$ cat src/rtl/sine_tone_sequencer.sv
`default_nettype none
// ---------------------------------------------------------------------------
// sine_tone_sequencer : paces sine-ROM reads from a phase accumulator and
// streams samples over valid/ready.  Rev 1.0
// ---------------------------------------------------------------------------
module sine_tone_sequencer #(
  parameter int DATA_W  = 24,
  parameter int ADDR_W  = 10,
  parameter int PHASE_W = 16,
  parameter int CNT_W   = 16,
  parameter int DIV_W   = 16
) (
  input  logic               clk,
  input  logic               rst_ni,
  input  logic               start_i,
  input  logic               stop_i,
  input  logic [PHASE_W-1:0] phase_inc_i,
  input  logic [CNT_W-1:0]   burst_len_i,
  input  logic [DIV_W-1:0]   div_i,
  output logic               rom_rd_o,
  output logic [ADDR_W-1:0]  rom_addr_o,
  input  logic [DATA_W-1:0]  rom_data_i,
  output logic [DATA_W-1:0]  sample_o,
  output logic               sample_valid_o,
  input  logic               sample_ready_i,
  output logic               busy_o,
  output logic               done_o,
  output logic               overrun_o
);

  typedef enum logic [2:0] {
    IDLE    = 3'd0,
    FETCH   = 3'd1,
    CAPTURE = 3'd2,
    PRESENT = 3'd3,
    DRAIN   = 3'd4
  } state_e;

  localparam logic [DIV_W-1:0] DIV_MIN = DIV_W'(2);

  state_e               state_q;
  logic [PHASE_W-1:0]   phase_q;
  logic [PHASE_W-1:0]   phase_inc_q;
  logic [CNT_W-1:0]     burst_len_q;
  logic [CNT_W-1:0]     count_q;
  logic [DIV_W-1:0]     div_q;
  logic [DIV_W-1:0]     div_cnt_q;
  logic                 stop_pend_q;
  logic                 rom_rd_q;
  logic [ADDR_W-1:0]    rom_addr_q;
  logic [DATA_W-1:0]    sample_q;
  logic                 valid_q;
  logic                 busy_q;
  logic                 done_q;
  logic                 overrun_q;

  logic tick;
  logic hs;
  logic run_end;

  assign tick    = (div_cnt_q == div_q);
  assign hs      = valid_q && sample_ready_i;
  assign run_end = stop_pend_q || ((burst_len_q != '0) && (count_q == burst_len_q));

  always_ff @(posedge clk or negedge rst_ni) begin
    if (!rst_ni) begin
      state_q     <= IDLE;
      phase_q     <= '0;
      phase_inc_q <= '0;
      burst_len_q <= '0;
      count_q     <= '0;
      div_q       <= '0;
      div_cnt_q   <= '0;
      stop_pend_q <= 1'b0;
      rom_rd_q    <= 1'b0;
      rom_addr_q  <= '0;
      sample_q    <= '0;
      valid_q     <= 1'b0;
      busy_q      <= 1'b0;
      done_q      <= 1'b0;
      overrun_q   <= 1'b0;
    end else begin
      done_q   <= 1'b0;
      rom_rd_q <= 1'b0;

      if (state_q != IDLE) begin
        div_cnt_q <= tick ? '0 : div_cnt_q + DIV_W'(1);
      end

      if (hs) begin
        valid_q <= 1'b0;
      end

      if (stop_i && (state_q == FETCH || state_q == CAPTURE || state_q == PRESENT)) begin
        stop_pend_q <= 1'b1;
      end

      case (state_q)
        IDLE: begin
          // busy stays high through the done cycle and drops here
          busy_q <= start_i;
          if (start_i) begin
            phase_inc_q <= phase_inc_i;
            burst_len_q <= burst_len_i;
            div_q       <= (div_i < DIV_MIN) ? DIV_MIN : div_i;
            phase_q     <= '0;
            count_q     <= '0;
            div_cnt_q   <= '0;
            overrun_q   <= 1'b0;
            stop_pend_q <= 1'b0;
            rom_rd_q    <= 1'b1;
            rom_addr_q  <= '0;
            state_q     <= FETCH;
          end
        end
        FETCH: begin
          state_q <= CAPTURE;
        end
        CAPTURE: begin
          sample_q <= rom_data_i;
          valid_q  <= 1'b1;
          phase_q  <= phase_q + phase_inc_q;
          count_q  <= count_q + CNT_W'(1);
          state_q  <= PRESENT;
        end
        PRESENT: begin
          if (tick) begin
            if (valid_q && !sample_ready_i) begin
              overrun_q <= 1'b1;
            end
            if (run_end) begin
              state_q <= DRAIN;
            end else begin
              rom_rd_q   <= 1'b1;
              rom_addr_q <= phase_q[PHASE_W-1 -: ADDR_W];
              state_q    <= FETCH;
            end
          end
        end
        DRAIN: begin
          if (!valid_q || hs) begin
            done_q  <= 1'b1;
            state_q <= IDLE;
          end
        end
        default: begin
          state_q <= IDLE;
        end
      endcase
    end
  end

  assign rom_rd_o       = rom_rd_q;
  assign rom_addr_o     = rom_addr_q;
  assign sample_o       = sample_q;
  assign sample_valid_o = valid_q;
  assign busy_o         = busy_q;
  assign done_o         = done_q;
  assign overrun_o      = overrun_q;

endmodule
`default_nettype wire
$ cat config.mk
export PLATFORM = sky130hd
export DESIGN_NAME = sine_tone_sequencer
export DESIGN_NICKNAME = d
export VERILOG_FILES = /design/src/rtl/sine_tone_sequencer.sv
export SDC_FILE = /design/constraint.sdc
export NUM_CORES = 1
export LEC_CHECK = 0
export ABC_AREA = 1
export CAP_MARGIN = 20
export CORE_AREA = 4 4 133 135
export CTS_CLUSTER_DIAMETER = 80
export DETAILED_ROUTE_END_ITERATION = 8
export DIE_AREA = 0 0 137 139
export PLACE_DENSITY_LB_ADDON = 0.08
export SYNTH_ARGS = -nofsm -noshare
export SYNTH_HDL_FRONTEND = slang
export SYNTH_SLANG_ARGS = --single-unit
$ cat constraint.sdc
create_clock -name clk -period 4.67 [get_ports clk]
set_clock_uncertainty 0.05 [all_clocks]
set_input_delay 0.934 -clock clk [delete_from_list [all_inputs] [get_ports clk]]
set_output_delay 0.934 -clock clk [all_outputs]
set_load 0.02 [all_outputs]
==> run summary <==
Final core occ: 56.09%
Min-delay worst type: flip-flop to flip-flop
Dpl ws: 1.515 ns
Crit path arrival time: 2.99 ns
Post-DRT Antenna Nets: 0
NumNets Final: 1181
Clock H-tree levels: 4
First-pass GRT wire length: 29.64 mm
Status: finished clean
Synthesized net count: 1068
Count of pins over their slew limit: 0
Tmin final: 2.707 ns
Hold Worst Slack: 0.4170 ns
Final worst slack: 1.963 ns
Critical Path RT: 4.95 ns
I/O Pins: 116
Port Buffers: 115
Worst Tran Pin Value: 0.8701 ns
CP max FO: 20
Synth top area cells: dfrtp_1, nand2_1, inv_1
Residual DRC: 0
Tcrit/Tclk final: 57.96%
Routed len/inst: 13.30 um
Routed WL: 17.55 mm
Initial antenna violation count: 1
Max cap viols: 0
Dpl hpwl: 12.36 mm
Via count: 6335
Cell taking the most area after synthesis: dfrtp_1
Leakage: 0.004587 uW
Commonest non-fill, non-tap cell in the layout: nand2_1
DR iter-0 viols: 411
Clk_lat worst skew: 0.42 ns
Critical path type: input port to flip-flop
Area delta synth->final: 26.58%
Critical path capture point type: flip-flop
Die Span Y: 139 um
ANT cells: 0
Cell area after synthesis: 7297 um2
Sink Count: 139
Fraction of layout cells with a size suffix above 1: 5.096%
Postcts setup bufs: 0
Post-route insts no fill: 1319
Most frequent cells in the layout: nand2_1, dfrtp_1, inv_1
Share of the yosys chip area belonging to registers: 47.67%
Cell count after synthesis: 973
Vias in the first global route: 6074
Die W: 137 um
Number of synthesized register bits: 139
Root Driver: clkbuf_16
Slew HR: 41.81%
Rows: 47
Post-CTS Hold Buffers: 0
Critical Path Start Type: input port
Detailed-router iteration count before antenna repair: 5
Setup violators final: 0
Synth warnings: 0
Largest net degree at the start of global routing: 91
CTS resizes: 0
Fin. Hold Viols: 0
Overflow after GRT: 0
Mapped Avg Cell Area: 7.499 um2
GRT Resource Usage Total: 19.36%
Core footprint: 16470 um2
Count of cell types in the netlist: 39
PD cells: 654.3 nW/um2
Clock transition at path regs: 0.06 ns
CTS tree: done
Vias per cell: 4.803
TNS Setup: 0 ns
Share of the synthesized area in the top cell type: 47.67%
Cells after DPL: 1287
Clk buf depth: 2
Gpl congestion: 0.8740
Unrepaired setup endpoints after global routing: no
Initial Util: 44.32%
Max VDD drop: 0.3250 mV
Num CTS Buffers: 17
DIE AREA: 19040 um2
FMAX: 0.3695 GHz
critical path: stages:
cell	delay, ns
clkdlybuf4s50_1	0.48
inv_1	0.14
nor2_4	0.12
nor2_1	0.66
inv_1	0.39
o21ai_0	0.25
through the flow:
stage          total power, uW  cell area (um2)
2_1_floorplan             3849             7297
3_3_place_gp              4656             8626
3_5_place_dp              4687             8626
4_1_cts                   6108             9236
5_1_grt                   6597             9236
6_report                  6043             9236
power breakdown:
part           internal (uW)  total, uW  switching [uW]  leakage [uW]
clock network            855       1390             534      0.000292
logic                    995       2660            1660       0.00252
registers               1680       2000             322       0.00177
area by class of cell:
class                      count  area, um2
fill                        1570       7229
tap                          220      275.3
sequential                   139       3478
multi-input combinational    683       3217
clock inverter                14      171.4
inverter                     126      473.0
clock buffer                  18      439.2
timing repair buffer         119       1182
cell families (layout without fill, tap and decap cells):
kind of cell	count (synthesis)	count (layout)	share of synthesized area [%]
buffers and inverters	151	277	8.248
muxes	1	1	0.1543
AOI/OAI and AO/OA	118	118	8.899
DFF	139	139	47.67
and+or+nand+nor	531	531	30.04
xor gates and xnor gates	15	15	1.800
adders and majority gates	18	18	3.189
synthesized netlist by cell type:
cell	number
o21ai_1	2
nor2_4	2
nor2_2	2
fa_1	1
a21oi_1	19
nor3_1	7
buf_2	16
a22o_1	1
o21ai_0	69
a21o_1	2
nand3_2	1
o32ai_1	1
inv_1	119
nand2_1	365
xor2_1	12
inv_2	6
buf_6	1
a21oi_2	1
nand4_1	13
nand4_2	1
dfrtp_1	139
ha_1	17
o21bai_1	6
buf_4	2
mux2_2	1
nor3_4	2
nor4_1	4
clkbuf_1	6
a21boi_0	1
a31oi_1	1
nor3_2	1
clkinv_1	1
nand3_1	61
nor2_1	70
a22oi_1	2
o22ai_1	12
nand2_2	2
o31a_1	1
xnor2_1	3
path summary, 6_finish.rpt:
| kind | slack (ns) | depth (start not counted) | end | from |
|---|---|---|---|---|
| setup / recovery | 1.96 | 6 | phase_q[7] | start_i |
| hold / removal | 0.42 | 2 | sample_o[13] | sample_o[13] |
| setup reg to reg | 2.13 | 6 | phase_q[12] | state_q[2] |
| hold reg to reg | 0.42 | 2 | sample_o[13] | sample_o[13] |
| max in group asynchronous | 3.14 | 2 | phase_q[7] | rst_ni |
| min in group asynchronous | 0.54 | 1 | div_cnt_q[5] | rst_ni |
per-layer routing:
metal | up-vias | part of all wire (%) | global-route usage, %
li1 | 3305 | - | -
met1 | 2893 | 48 | 27.05
met2 | 118 | 46 | 30.29
met3 | 17 | 5.2 | 5.044
met4 | 2 | 0.78 | 4.412
met5 | - | 0.074 | 0
state kept, by name, indices dropped and copies added, names as in the netlist, 3 cells and up:
name / count
phase_inc_q: 16
count_q: 16
phase_q: 16
rom_addr_o: 10
div_cnt_q: 16
burst_len_q: 16
sample_o: 24
state_q: 3
div_q: 16
Note: power is estimated with default switching activity, not from simulation.
==> RTL change 1: new RTL, config.mk and constraints unchanged <==
The parameter `DATA_W` goes from 24 to 12.
--- a/src/rtl/sine_tone_sequencer.sv
+++ b/src/rtl/sine_tone_sequencer.sv
@@ -4,7 +4,7 @@
 // streams samples over valid/ready.  Rev 1.0
 // ---------------------------------------------------------------------------
 module sine_tone_sequencer #(
-  parameter int DATA_W  = 24,
+  parameter int DATA_W  = 12,
   parameter int ADDR_W  = 10,
   parameter int PHASE_W = 16,
   parameter int CNT_W   = 16,
Interface: changed (resized rom_data_i and sample_o); port bits go from 116 to 92. No check against the original RTL was run, so the function may have changed too.
==> RTL change 1 against the original RTL <==
Wire length down 6.9%; sequential power down 9%; setup slack worse by 0.25 ns; sequential cell count down 12; combinational power down 8.3%; fmax down 8.6%; sequential share of layout area down 0.37 points; synthesized area down 6.1%; power down 8.3%; count of clock-buffer cells in the layout down 1; cell area down 7.7%; register-to-register slack worse by 0.18 ns; worst hold slack better by 0.0031 ns.
==> RTL change 1: results <==
[clock_tree]
cts_htree_levels = 4
cts_buffer_depth = 2
cts_hold_buf = 0
root_buffer = "clkbuf_16"
numCtsBuffers = 17
clock_latency_ns = 0.42
clk_pin_slew_ns = 0.06
ctsResizeCount = 0
postCtsSetupBuffers = 0

[grt]
grt_usage_pct = 18.0
antenna_found_initial = 0
grt_max_degree = 105
grt_pass1_wl_um = 27600
first_global_vias = 5669

[detailed_routing]
firstDrtPassIters = 7
antenna_left = 0
wl_um = 16300
first_iter_violations = 331
vias_per_cell = 4.75

[synthesis]
synth.top_cells.by_count = "nand2_1 (331), dfrtp_1 (127), inv_1 (114), nor2_1 (73), o21ai_0 (68)"
synth-seq-area-share_pct = 46.4
syn_inst = 924
ys_warn_count = 0
synth_area_leaders = "dfrtp_1 (46%), nand2_1 (18%), inv_1 (6.2%)"
ys_types = 37
synthArstFlopShare_pct = 100
synth_nets = 1007
ys.flop_type = "dfrtp_1"

[place]
postPlaceCellArea_mm2 = 0.00796
io_buffers = 91
post-dp-hpwl_um = 11400
pre_cts_slack_ns = 1.23
gp_congestion = 0.870

[timing]
slew_headroom_pct = 30.5
setup_tns_ns = 0

[setup_path]
regToRegStartpoint = "state_q[0]"
startpoint = "start_i"
crit_fanout = 81
worstPathArrival_ns = 3.21

[finish]
nets = 1098
drive_gt1_share_pct = 5.93
num_antenna_cells = 0
layout.cells.non_filler = 1248

[outcome]
status = "complete, no violations"

[min_path]
hold_class = "flop to flop"
hold_start = "sample_o[5]"

[pwr]
ir_drop_v = 0.000293
cellLeakagePower_nw = 4.20
==> RTL change 1: area by class of cell <==
class | instances | area [um^2]
Fill cell | 1620 | 7940
Timing Repair Buffer | 94 | 935
Tap cell | 220 | 275
Clock buffer | 17 | 425
Multi-Input combinational cell | 651 | 3110
Clock inverter | 15 | 138
Inverter | 124 | 465
Sequential cell | 127 | 3180
==> RTL change 1: worst paths after layout <==
check,end,slack [ns],cells past startpoint
setup / recovery,count_q[7],1.71,7
hold / removal,sample_o[5],0.42,2
setup reg to reg,count_q[7],1.95,9
hold reg to reg,sample_o[5],0.42,2
max in group asynchronous,phase_inc_q[1],3.05,2
min in group asynchronous,div_cnt_q[15],0.52,1
==> RTL change 1: power by group <==
group / internal, mW / switching [mW] / total (mW)
registers: 1.54 / 0.287 / 1.82
clock network: 0.736 / 0.536 / 1.27
logic: 0.914 / 1.53 / 2.44
total: 3.19 / 2.35 / 5.54
==> RTL change 1: worst max-delay path, cell delays in order <==
cell	delay [ns]
clkdlybuf4s50_1	0.53
inv_1	0.10
nor2_4	0.12
buf_4	0.61
inv_2	0.53
a22oi_1	0.31
a31oi_1	0.06
==> RTL change 1: cells by family (layout without fill, tap and decap cells) <==
kind of cell               Yosys count  after routing  share of synthesized area, %
and+or+nand+nor                    503            503                          30.7
buffers and inverters              146            250                          8.38
DFF                                127            127                          46.4
AOI/OAI and AO/OA                  116            116                          9.31
adders and majority gates           18             18                          3.40
xor gates and xnor gates            14             14                          1.79
==> RTL change 1: layer usage <==
layer	share of wire (%)	routed length [um]	GRT usage [%]
met5	0	0	0
met3	5.2	847	5.62
met1	49	8080	25.7
met2	45	7320	27.2
met4	0.53	86	3.78
==> RTL change 1: metrics by stage <==
step                total power, mW  util [%]  hold WS (ns)
floorplan                      3.55         -         0.396
global placement               4.27      48.3         0.402
detailed placement             4.30      48.3         0.407
CTS                            5.61      51.8         0.424
global route                   6.05      51.8         0.442
finish                         5.54      51.8         0.420
==> RTL change 2: new RTL, same settings <==
Made on the original files. Register the output `overrun_o` once more, with the module's reset; this adds one clock of latency there. The other outputs are not delayed to match.
--- a/src/rtl/sine_tone_sequencer.sv
+++ b/src/rtl/sine_tone_sequencer.sv
@@ -156,7 +156,13 @@
   assign sample_valid_o = valid_q;
   assign busy_o         = busy_q;
   assign done_o         = done_q;
-  assign overrun_o      = overrun_q;
+  always_ff @(posedge clk or negedge rst_ni) begin
+    if (!rst_ni) begin
+      overrun_o <= '0;
+    end else begin
+      overrun_o <= overrun_q;
+    end
+  end
 
 endmodule
 `default_nettype wire
Check against the original RTL: not equivalent (a bounded check fails within 10 cycles, from zero or initial values and one cycle with rst_ni low).
==> RTL change 2 against the original RTL <==
Final cell count about the same; cell area up 0.15%; power decreased by 0.48%; largest power group unchanged; setup slack improved by 0.084 ns; synthesized area is 0.34% higher; wire length shrank 0.10%; sequential cell count grew 1.
==> RTL change 2: results <==
[finish]
nets = 1182
drive_gt1_share_pct = 5.00
largest_register_ffs = 24
num_antenna_cells = 0

[timing]
slew_headroom_pct = 41.6

[clock_tree]
ctsResizeCount = 0
root_buffer = "clkbuf_16"
postCtsSetupBuffers = 0
cts_buffer_depth = 2
clk_pin_slew_ns = 0.06
numCtsBuffers = 17
clock_latency_ns = 0.43
cts_htree_levels = 4

[synthesis]
synth-seq-area-share_pct = 47.8
ys_types = 39
synth_nets = 1069
ys_warn_count = 0
synth_area_leaders = "dfrtp_1 (48%), nand2_1 (19%), inv_1 (6.1%)"
synthArstFlopShare_pct = 100
synth.top_cells.by_count = "nand2_1 (365), dfrtp_1 (140), inv_1 (119), nor2_1 (70), o21ai_0 (69)"
synth.avg_cell_area_um2 = 7.52

[setup_path]
crit_fanout = 11
cp_top_family = "buffers and inverters"
regToRegStartpoint = "state_q[2]"
slowest_stage = "nor2_1"
critical_path.endpoint = "phase_q[8]"
cp_slowest_stage_delay_ns = 0.63
rr_endpoint = "count_q[14]"
worstPathArrival_ns = 2.91
reg2reg_slack_ns = 2.22
worst_r2r_path_depth = 7
startpoint = "start_i"

[pwr]
cellLeakagePower_nw = 4.59
ir_drop_v = 0.000373
p_sw_share_pct = 42.0

[detailed_routing]
first_iter_violations = 339
wire_per_inst_um = 13.3
dr_wl_met3_um = 1070
vias = 6366
routed-wl-met2_um = 8030
wl_met1_um = 8190
wl_um = 17500
topRoutingLayerUsed = "met5"
firstDrtPassIters = 5

[outcome]
status = "complete, no violations"

[grt]
grt_pass1_wl_um = 29600
grt_usage_pct = 19.4
antenna_found_initial = 1
first_global_vias = 6077
grt_max_degree = 93

[min_path]
hold_class = "flop to flop"
hold_depth = 0

[place]
io_buffers = 115
placedCellCount = 1288
postPlaceCellArea_mm2 = 0.00866
gp_congestion = 0.834
post-dp-hpwl_um = 12400
-- RTL change 2: cell count changes in the layout (fill, tap and decap cells not counted), sizes merged --
cell	change
clkbuf	+1
bufinv	-1
dfrtp	+1
clkinvlp	+1
clkinv	-1
-- RTL change 2: logic make-up after synthesis --
family | share of synthesized area, %
adders and majority gates | 3.18
and+or+nand+nor | 29.9
buffers and inverters | 8.22
AOI/OAI and AO/OA | 8.87
muxes | 0.154
DFF | 47.8
xor gates and xnor gates | 1.79
-- RTL change 2: routing by layer --
layer	vias to the layer above	GRT usage, %
li1	3307	-
met5	-	0
met2	148	30.6
met4	2	5.62
met1	2887	26.1
met3	22	5.37
-- RTL change 2: power groups by stage --
| stage | sequential, mW | clock, mW | combinational (mW) |
|---|---|---|---|
| 2_1_floorplan | 2.11 | 0 | 1.75 |
| 3_3_place_gp | 2.01 | 0 | 2.65 |
| 3_5_place_dp | 2.01 | 0 | 2.70 |
| 4_1_cts | 2.00 | 1.38 | 2.71 |
| 5_1_grt | 2.06 | 1.43 | 3.06 |
| 6_report | 2.00 | 1.35 | 2.67 |
-- RTL change 2: final cells by class --
type,count,area [um^2]
inverters,126,473
flip-flops and latches,140,3500
clock inverters,13,144
clock buffers,19,443
well taps,220,275
repair buffers,119,1190
fillers,1579,7220
multi-input cells,683,3220
-- RTL change 2: worst min path at each step --
| stage | from | to | slack, ns |
|---|---|---|---|
| after floorplan | overrun_q | overrun_o | 0.30 |
| after global placement | overrun_q | overrun_o | 0.34 |
| after detailed placement | overrun_q | overrun_o | 0.33 |
| after CTS | overrun_q | overrun_o | 0.35 |
| after global routing | overrun_q | overrun_o | 0.36 |
| final | overrun_q | overrun_o | 0.35 |
-- RTL change 2: per-stage QoR --
stage,setup WS (ns),utilization (%)
5_1_grt,1.81,56.2
6_report,2.05,56.2
3_3_place_gp,1.62,52.6
3_5_place_dp,1.57,52.6
2_1_floorplan,2.88,-
4_1_cts,2.03,56.2
